**src/rtl/nn_pkg.sv**
```systemverilog
// Shared types and sizing for the accelerator read-out path.
package nn_pkg;
  localparam int N_CLASSES = 10;
  localparam int DATA_W    = 16;

  typedef enum logic [1:0] {
    IDLE,
    SCAN,
    STREAM
  } rr_state_t;

  typedef logic [3:0] class_idx_t;
endpackage

```
**src/rtl/result_reader_argmax_step.sv**
```systemverilog
// One argmax step: keep the running best unless the candidate is strictly greater (signed).
module argmax_step #(
  parameter int DATA_W = 16,
  parameter int IDX_W  = 4
) (
  input  logic                     init,
  input  logic signed [DATA_W-1:0] cand_val,
  input  logic        [IDX_W-1:0]  cand_idx,
  input  logic signed [DATA_W-1:0] best_val,
  input  logic        [IDX_W-1:0]  best_idx,
  output logic signed [DATA_W-1:0] next_val,
  output logic        [IDX_W-1:0]  next_idx
);
  // Strict greater-than keeps the lower index on ties.
  always_comb begin
    next_val = best_val;
    next_idx = best_idx;
    if (init || (cand_val > best_val)) begin
      next_val = cand_val;
      next_idx = cand_idx;
    end
  end
endmodule

```
**src/rtl/result_reader.sv**
```systemverilog
// Captures the class scores on start, finds the argmax one class per cycle,
// then streams the raw scores out over valid/ready.
module result_reader
  import nn_pkg::*;
#(
  parameter int N_CLASSES = nn_pkg::N_CLASSES,
  parameter int DATA_W    = nn_pkg::DATA_W
) (
  input  logic                          clk,
  input  logic                          reset,
  input  logic                          start,
  input  logic [N_CLASSES*DATA_W-1:0]   scores,
  output logic                          busy,
  output logic                          out_valid,
  input  logic                          out_ready,
  output logic [DATA_W-1:0]             out_data,
  output logic [3:0]                    out_index,
  output logic                          out_last,
  output logic [3:0]                    class_id,
  output logic                          class_valid
);
  localparam class_idx_t LAST_IDX = class_idx_t'(N_CLASSES - 1);

  rr_state_t                 state_q;
  class_idx_t                idx_q;
  logic signed [DATA_W-1:0]  buf_q [N_CLASSES];
  logic signed [DATA_W-1:0]  best_val_q;
  class_idx_t                best_idx_q;
  class_idx_t                class_id_q;
  logic                      class_valid_q;

  logic signed [DATA_W-1:0]  best_val_d;
  class_idx_t                best_idx_d;

  argmax_step #(
    .DATA_W (DATA_W),
    .IDX_W  (4)
  ) u_step (
    .init     (idx_q == '0),
    .cand_val (buf_q[idx_q]),
    .cand_idx (idx_q),
    .best_val (best_val_q),
    .best_idx (best_idx_q),
    .next_val (best_val_d),
    .next_idx (best_idx_d)
  );

  always_ff @(posedge clk) begin
    if (reset) begin
      state_q       <= IDLE;
      idx_q         <= '0;
      best_val_q    <= '0;
      best_idx_q    <= '0;
      class_id_q    <= '0;
      class_valid_q <= 1'b0;
      for (int k = 0; k < N_CLASSES; k++) buf_q[k] <= '0;
    end else begin
      case (state_q)
        IDLE: begin
          if (start) begin
            for (int k = 0; k < N_CLASSES; k++) buf_q[k] <= scores[k*DATA_W +: DATA_W];
            class_valid_q <= 1'b0;
            idx_q         <= '0;
            state_q       <= SCAN;
          end
        end
        SCAN: begin
          best_val_q <= best_val_d;
          best_idx_q <= best_idx_d;
          if (idx_q == LAST_IDX) begin
            class_id_q    <= best_idx_d;
            class_valid_q <= 1'b1;
            idx_q         <= '0;
            state_q       <= STREAM;
          end else begin
            idx_q <= idx_q + 1'b1;
          end
        end
        STREAM: begin
          if (out_ready) begin
            if (idx_q == LAST_IDX) begin
              idx_q   <= '0;
              state_q <= IDLE;
            end else begin
              idx_q <= idx_q + 1'b1;
            end
          end
        end
        default: state_q <= IDLE;
      endcase
    end
  end

  // Stream outputs decode straight from state and index, so out_ready never reaches out_valid.
  always_comb begin
    busy      = (state_q != IDLE);
    out_valid = (state_q == STREAM);
    out_data  = out_valid ? buf_q[idx_q] : '0;
    out_index = out_valid ? idx_q : '0;
    out_last  = out_valid && (idx_q == LAST_IDX);
  end

  assign class_id    = class_id_q;
  assign class_valid = class_valid_q;
endmodule
```
**config.mk**
```make
export PLATFORM = sky130hd
export DESIGN_NAME = result_reader
export DESIGN_NICKNAME = d
export VERILOG_FILES = /design/src/rtl/nn_pkg.sv /design/src/rtl/result_reader_argmax_step.sv /design/src/rtl/result_reader.sv
export SDC_FILE = /design/constraint.sdc
export NUM_CORES = 1
export LEC_CHECK = 0
export ABC_AREA = 1
export BUFFER_PORTS_ARGS = -buffer_cell sky130_fd_sc_hd__buf_2
export CAP_MARGIN = 20
export CELL_PAD_IN_SITES_DETAIL_PLACEMENT = 1
export CELL_PAD_IN_SITES_GLOBAL_PLACEMENT = 1
export CORE_AREA = 2 2 164 166
export DETAILED_ROUTE_END_ITERATION = 12
export DIE_AREA = 0 0 166 168
export GPL_ROUTABILITY_DRIVEN = 0
export GPL_TIMING_DRIVEN = 1
export PLACE_DENSITY_LB_ADDON = 0.1
export SLEW_MARGIN = 40
export SYNTH_ARGS = -nofsm -noshare
export SYNTH_HDL_FRONTEND = slang
export SYNTH_SLANG_ARGS = --single-unit
```
**constraint.sdc**
```tcl
create_clock -name clk -period 5 [get_ports clk]
set_clock_uncertainty 0.2 [all_clocks]
set_input_delay 1 -clock clk [delete_from_list [all_inputs] [get_ports clk]]
set_output_delay 1 -clock clk [all_outputs]
set_load 0.01 [all_outputs]
```
Word-level counts from Yosys, hierarchy flattened
Memory sizes are Yosys's and may differ from the RTL's. A register that Yosys moved wholly into a read port is not among the register bits.
Index checks and enable logic that the tools add are counted.
{ "classes": {"add_sub_neg": 1, "n_lt_le_gt_ge": 1, "n_eq_ne": 7, "mux": 33, "bitwise": 10, "n_reduce_logical": 12} }
{ "ops": {"columns": ["cell", "n"], "rows": [
  ["$mux W16", 11],
  ["$mux W4", 7],
  ["$gt A16 B16 Y1", 1],
  ["$pmux W4 S3", 1],
  ["$or A1 B1 Y1", 10],
  ["$mux W1", 8],
  ["$mux W2", 4],
  ["$pmux W2 S3", 1],
  ["$reduce_and A3 Y1", 2],
  ["$add A4 B1 Y4 const B", 1],
  ["$eq A4 B4 Y1 const B", 1],
  ["$logic_not A4 Y1", 1],
  ["$ne A2 B1 Y1 const B", 2],
  ["$ne A2 B2 Y1 const B", 2],
  ["$reduce_and A2 Y1", 2],
  ["$reduce_and A4 Y1", 1],
  ["$reduce_bool A2 Y1", 2],
  ["$reduce_bool A3 Y1", 1],
  ["$eq A2 B1 Y1 const B", 1],
  ["$eq A2 B2 Y1 const B", 1],
  ["$logic_not A2 Y1", 1],
  ["$pmux W1 S2", 1],
  ["$logic_and A1 B1 Y1", 1],
  ["$logic_or A1 B1 Y1", 1]
]} }
{ "totals": {"ff_bits": 31, "ramBits": 160, "inputBits": 164, "output_inout_bits": 28, "elab_cells": 71, "memories": 1} }
{ "memory_table": {"columns": ["name", "words", "width", "rd", "rd_clocked_by_memory_dff", "write_ports", "line_no", "text"], "rows": [
  ["buf_q", 10, 16, 1, 1, 10, "result_reader.sv:26", "logic signed [DATA_W-1:0] buf_q [N_CLASSES];"]
]} }

Longest topological paths before layout
Gate-level depths: netlist of run 1.
{ "depth": {"word_depth": 6, "depth_mapped": 28, "depth_no_buf": 25} }

Cells and area by module
From an unflattened synthesis of run 1, not the netlist that was laid out.
{ "hier_totals": {"cells_unflattened": 1294, "hier_area_um2": 10263.6} }
{ "by_module_without_submodules": {"columns": ["mod", "instances", "cells_per_inst", "area_each_um2", "seq_area_each_um2"], "rows": [
  ["result_reader", 1, 1147, 9490.4, 5505.3],
  ["argmax_step", 1, 147, 773.2, 0.0]
]} }

Worst setup path before layout of run 1
No wires, ideal clock.
{ "synth_path": {"kind": "input -> register", "from": "input port reset", "to": "memory buf_q[0][0], enable pin", "setup_time_ns": 1.333, "arrival_time_ns": 3.763, "required_time_ns": 3.467, "setup_slack_ns": -0.296, "cell_stages": 2, "n_path_buf": 0, "path_cell_list": "inv_1 > nand2_1"} }
{ "synth_lines": {"columns": ["element", "line_no", "text"], "rows": [
  ["from (decl)", "result_reader.sv:10", "input logic reset,"],
  ["to (decl)", "result_reader.sv:26", null]
]} }

==> results.py, run 1 <==
metrics = {
    "run_status": {
        "outcome": "finished clean",
    },
    "layout": {
        "fin_nets": 1454,
        "final_cell_count_no_fill": 1619,
        "n_antenna_cell": 0,
        "final_common_cell": "nor2_1",
        "area_growth_syn_to_layout_pct": 20.3,
        "final_cell_mix": "322 x nor2_1, 219 x inv_1, 191 x buf_2",
        "drive_gt1_frac": 0.207,
    },
    "clocking": {
        "cts_resized": 0,
        "htree_levels": 4,
        "worstSkewPairLatency_ps": 440,
        "cts_setup_buffers": 0,
        "cts_tree": "done",
        "ctsHoldBuffers": 0,
        "cts_buffers": 17,
        "root_buffer": "clkbuf_16",
        "clk_path_buf_depth": 2,
        "path_clk_slew_ps": 80,
        "cts.sinks": 195,
    },
    "setup_path": {
        "crit_path_frequent_cell": "nand2_1",
        "r2r_slack_ps": 1030,
        "crit_chain": "buf_4 -> nor2_1 -> o21ai_0 -> o21ai_0 -> o211ai_1 -> nand2_1 -> ha_1 -> nand2_1 -> nor2_1 -> nand2_1 -> nand2_1 -> nand2_1 -> nand3_1 -> nand3_2 -> nand2_4 -> nand2_4 -> inv_6 -> nand2_1 -> a21oi_1",
        "critPathMaxStageDelay_ps": 580,
        "critPathCaptureType": "flip-flop",
        "r2r.worst_path.cells": 19,
        "worst-setup-path-type": "flip-flop to flip-flop",
        "crit_end": "best_val_q[6]",
        "rr_endpoint": "best_val_q[6]",
        "crit_fanout": 21,
        "cp-start-kind": "flip-flop",
        "slowest_stage": "dfxtp_2",
        "crit_required_ps": 5160,
        "arrival_ps": 4130,
    },
    "synth": {
        "synth_area_leaders": "edfxtp_1 50%, nor2_1 13%, inv_1 8.6%",
        "synth_cell_type_count": 31,
        "syn-num-nets": 1285,
        "ys_seq_elements": 195,
        "synth_top_area_cell": "edfxtp_1",
        "synth-seq-area-share": 0.576,
        "ys_warn_count": 0,
        "netlist_area_sq_um": 9560,
        "syn_inst": 1097,
        "avgSynthCellArea_sq_um": 8.71,
        "yosysTopAreaCellShare": 0.503,
    },
    "route": {
        "drtIter0Drc": 317,
        "vias": 7561,
        "wl_per_cell_microns": 16.6,
        "routed_wl_microns": 26900,
        "final_antenna_net_count": 0,
        "drc_errors": 0,
        "vias_per_cell": 4.67,
        "drtPass1Iterations": 4,
    },
    "placed_design": {
        "io_buffers": 191,
        "dp_hpwl_microns": 19600,
        "placedCellCount": 1588,
    },
    "power_and_ir_drop": {
        "p_per_area_nw_per_um2": 507,
        "p_leak_nw": 5.48,
        "vdd_drop_max_uv": 253,
    },
    "timing": {
        "period_share": 0.794,
        "slew_headroom": 0.573,
        "period_minus_slack_ps": 3970,
        "fmax_ghz": 0.252,
        "rsz0062_at_grt": "false",
        "finalSetupTns_ps": 0,
        "setup_viol": 0,
        "worst_pin_slew_ps": 640,
        "report.final.slew_viol_count": 0,
        "hold_viol": 0,
    },
    "grt": {
        "grt_pass1_vias": 7865,
        "grt_usage": 0.196,
        "antenna_found_initial": 0,
        "grt_pass1_wl_microns": 42200,
        "grt_max_degree": 81,
        "overflow": 0,
    },
    "die": {
        "io_pins": 192,
        "core_area_sq_um": 26400,
        "rows": 60,
        "die_h_microns": 168,
        "die_x_microns": 166,
        "dieArea_sq_um": 27900,
        "start_util": 0.363,
    },
    "run": {
        "maxCapViolCount": 0,
    },
    "hold_path": {
        "hold_path.class": "flip-flop to flip-flop",
    },
}
## kinds of logic (layout without fill, tap and decap cells)
group / count (synthesis) / after routing / synth area share
adders and majority gates: 24 / 24 / 0.0314
and+or+nand+nor: 430 / 430 / 0.178
AOI/OAI and AO/OA: 173 / 173 / 0.102
buffers and inverters: 275 / 456 / 0.112
DFF: 195 / 195 / 0.576
## power breakdown
| group | switching (mW) | leakage [nW] | internal [mW] |
|---|---|---|---|
| clock network | 0.711 | 0.293 | 0.684 |
| logic | 1.45 | 3.17 | 0.643 |
| registers | 0.140 | 2.01 | 2.19 |
## how the worst min path moves through the flow
| stage | start | endpoint | slack [ps] | cells past startpoint |
|---|---|---|---|---|
| 3_5_place_dp | best_val_q[4] | best_val_q[4] | 260 | 2 |
| 4_1_cts | best_val_q[4] | best_val_q[4] | 270 | 2 |
| 5_1_grt | best_val_q[3] | best_val_q[3] | 280 | 2 |
| 6_report | best_val_q[3] | best_val_q[3] | 270 | 2 |
| 3_3_place_gp | best_val_q[4] | best_val_q[4] | 260 | 2 |
| 2_1_floorplan | best_idx_q[2] | class_id[2] | 240 | 2 |
## cell usage after synthesis, drive strengths merged
library cell,number
nor2,322
inv,221
edfxtp,160
o21ai,105
nand2,85
clkbuf,39
dfxtp,35
a21oi,33
o211ai,32
ha,24
nand3,16
buf,14
nor3,5
a211oi,1
a21o,1
a22oi,1
clkinv,1
nand4,1
or2,1
## registers in the layout, indices dropped and copies added (netlist names), named ones only
name and cells:
buf_q 160, best_val_q 16, class_id 4, state_q 2
best_idx_q 4, idx_q 4, class_valid 1
## through the flow
step / hold WS (ps) / total power, mW / area, sq um / setup WS, ps / util
after CTS: 272 / 5.89 / 11500 / 1050 / 0.436
after global routing: 284 / 6.23 / 11500 / 779 / 0.436
after detailed placement: 260 / 4.48 / 10900 / 1110 / 0.413
final: 271 / 5.82 / 11500 / 1030 / 0.436
after global placement: 255 / 4.43 / 10900 / 1240 / 0.413
after floorplan: 237 / 3.76 / 9560 / 1340 / -
## critical path: cells and delay by family, from the launching register on
kind | cells | cell delay, ps
compound gates | 4 | 910
flops | 1 | 580
simple gates | 12 | 1340
buf+inv | 2 | 530
fa+ha+maj | 1 | 310
## routing by layer
metal	routed length, microns	vias to the layer above	GRT usage
li1	-	3795	-
met1	12200	3608	0.253
met2	13500	133	0.342
met3	782	25	0.0331
met4	439	0	0.0533
met5	0	-	0
## area by class of cell
class,instances,area (sq um)
fill,3150,14900
sequential,195,5510
multi-input combinational,627,3010
timing repair buffer,203,1110
inverter,222,838
tap,341,427
clock buffer,17,425
clock inverter,14,180
Note: power is estimated with default switching activity, not from simulation.
==> run 2: changes to the inputs <==
--- a/config.mk
+++ b/config.mk
@@ -10,9 +10,9 @@
 export CAP_MARGIN = 20
 export CELL_PAD_IN_SITES_DETAIL_PLACEMENT = 1
 export CELL_PAD_IN_SITES_GLOBAL_PLACEMENT = 1
-export CORE_AREA = 2 2 164 166
+export CORE_AREA = 2 2 158 160
 export DETAILED_ROUTE_END_ITERATION = 12
-export DIE_AREA = 0 0 166 168
+export DIE_AREA = 0 0 160 162
 export GPL_ROUTABILITY_DRIVEN = 0
 export GPL_TIMING_DRIVEN = 1
 export PLACE_DENSITY_LB_ADDON = 0.1
==> constraint.sdc (replaced) <==
create_clock -name clk -period 4 [get_ports clk]
set_clock_uncertainty 0.2 [all_clocks]
set_input_delay 0.8 -clock clk [delete_from_list [all_inputs] [get_ports clk]]
set_output_delay 0.8 -clock clk [all_outputs]
set_load 0.01 [all_outputs]
==> run 2 against run 1 <==
Effect of this change:
- fmax up 11%
- global-route usage up 1.5 points
- critical path depth up 3
- setup slack worse by 600 ps
- sequential power up 25%
- combinational power up 27%
- sequential cell count unchanged
- first-iteration DRC count up 36%
- highest routed layer unchanged
- register-to-register slack worse by 600 ps
- via count about the same
- cell area up 0.70%
- core utilization up 4.4 points
==> results.py, run 2 (synthesis gave the netlist of run 1 again) <==
metrics = {
    "clocking": {
        "path_clk_slew_ps": 80,
        "worstSkewPairLatency_ps": 450,
        "ctsHoldBuffers": 0,
        "htree_levels": 4,
        "cts_setup_buffers": 0,
        "cts_tree": "done",
        "cts_buffers": 17,
        "root_buffer": "clkbuf_16",
        "cts.sinks": 195,
        "clk_path_buf_depth": 2,
    },
    "die": {
        "die_x_microns": 160,
        "io_pins": 192,
        "dieArea_sq_um": 25900,
        "rows": 57,
        "core_area_sq_um": 24100,
        "die_h_microns": 162,
        "start_util": 0.397,
    },
    "layout": {
        "n_antenna_cell": 0,
        "final_common_cell": "nor2_1",
        "design_area_sq_um": 11600,
        "largest_reg_flops": 160,
        "multi_input_comb_area_sq_um": 3020,
        "drive_gt1_frac": 0.212,
        "fillers": 2923,
        "area_growth_syn_to_layout_pct": 21.1,
        "top_regs": "buf_q x160, best_val_q x16",
        "seqCellArea_sq_um": 5510,
        "final_cell_mix": "322 x nor2_1, 219 x inv_1, 191 x buf_2",
        "largest_register": "buf_q",
        "fin_nets": 1461,
    },
    "setup_path": {
        "cp-start-kind": "flip-flop",
        "r2r_slack_ps": 430,
        "arrival_ps": 3740,
        "crit_required_ps": 4170,
        "crit_chain": "inv_2 -> buf_12 -> nor2_1 -> nor2_1 -> o21ai_0 -> o21ai_1 -> o211ai_1 -> nand2_2 -> ha_1 -> nand2_1 -> nand2_1 -> nand3_1 -> nand2_1 -> a21oi_2 -> nand2_1 -> nand2_1 -> nand3_2 -> nand2_4 -> nand2_8 -> clkinv_8 -> nand2_1 -> a21oi_1",
        "r2r.worst_path.cells": 22,
        "slowest_stage": "dfxtp_2",
        "critPathCaptureType": "flip-flop",
        "crit_fanout": 30,
        "rr_endpoint": "best_val_q[2]",
        "critPathMaxStageDelay_ps": 370,
        "crit_path_frequent_cell": "nand2_1",
        "worst-setup-path-type": "flip-flop to flip-flop",
    },
    "grt": {
        "grt_usage": 0.211,
        "antenna_found_initial": 1,
        "grt_pass1_vias": 7959,
        "grt_max_degree": 81,
        "overflow": 0,
        "grt_pass1_wl_microns": 42000,
    },
    "timing": {
        "finalSetupTns_ps": 0,
        "period_minus_slack_ps": 3570,
        "setup_viol": 0,
        "rsz0062_at_grt": "false",
        "hold_viol": 0,
        "period_share": 0.893,
        "fmax_ghz": 0.280,
        "report.final.slew_viol_count": 0,
        "whs_ps": 268,
        "worst_pin_slew_ps": 764,
        "slew_headroom": 0.488,
    },
    "hold_path": {
        "hold_depth": 2,
        "hp-start": "class_id[1]",
        "hold_path.class": "flip-flop to flip-flop",
        "min_to": "class_id[1]",
    },
    "route": {
        "vias": 7557,
        "drtIter0Drc": 431,
        "wl_per_cell_microns": 16.7,
        "drtPass1Iterations": 5,
        "final_antenna_net_count": 0,
        "drc_errors": 0,
        "vias_per_cell": 4.69,
        "routed_wl_microns": 26900,
    },
    "placed_design": {
        "io_buffers": 191,
        "placedInstanceArea_sq_um": 10900,
        "dp_hpwl_microns": 19500,
    },
    "power_and_ir_drop": {
        "vdd_drop_max_uv": 265,
        "design_power_total_mw": 7.32,
        "p_per_area_nw_per_um2": 633,
        "p_leak_nw": 5.53,
    },
    "run": {
        "maxCapViolCount": 0,
    },
    "run_status": {
        "outcome": "finished clean",
    },
}
-- run 2: how the worst max path moves through the flow --
stage	to
finish	best_val_q[2]
global route	best_val_q[14]
CTS	best_val_q[6]
detailed placement	best_val_q[6]
global placement	best_val_q[3]
floorplan	buf_q[0][0]
-- run 2: power breakdown --
part / switching, mW / internal (mW) / total (mW)
registers: 0.178 / 2.74 / 2.92
clock network: 0.888 / 0.845 / 1.73
logic: 1.82 / 0.849 / 2.67
-- run 2: area by class of cell --
| class | count | share of cell area |
|---|---|---|
| flip-flops and latches | 195 | 0.476 |
| multi-input cells | 627 | 0.261 |
| repair buffers | 210 | 0.104 |
| inverters | 222 | 0.0731 |
| clock buffers | 18 | 0.0371 |
| well taps | 324 | 0.0350 |
| clock inverters | 14 | 0.0138 |
-- run 2: critical path: cells and delay by family (launching register included) --
| kind | cells | cell delay [ps] |
|---|---|---|
| flops | 1 | 370 |
| compound gates | 5 | 910 |
| simple gates | 13 | 1150 |
| buf+inv | 3 | 520 |
| fa+ha+maj | 1 | 320 |
-- run 2: routing by layer --
layer | routed length [microns] | GRT usage | share of wire | up-vias
met2 | 13500 | 0.372 | 0.50 | 147
met3 | 920 | 0.0360 | 0.034 | 15
met4 | 229 | 0.0397 | 0.0085 | 0
met1 | 12300 | 0.276 | 0.46 | 3590
li1 | - | - | - | 3805
met5 | 0 | 0 | 0 | -
-- run 2: stage by stage --
stage | std cells | util | setup slack (ps)
6_report | 1610 | 0.480 | 429
5_1_grt | 1610 | 0.480 | 56.0
3_3_place_gp | 1577 | 0.454 | 234
4_1_cts | 1609 | 0.478 | 105
3_5_place_dp | 1577 | 0.454 | 133
2_1_floorplan | 1097 | - | 545
-- run 2: what timing repair did --
action,CTS,global route
gates resized for setup,0,6
setup endpoints to repair,0,18
endpoints found under the hold margin,0,0
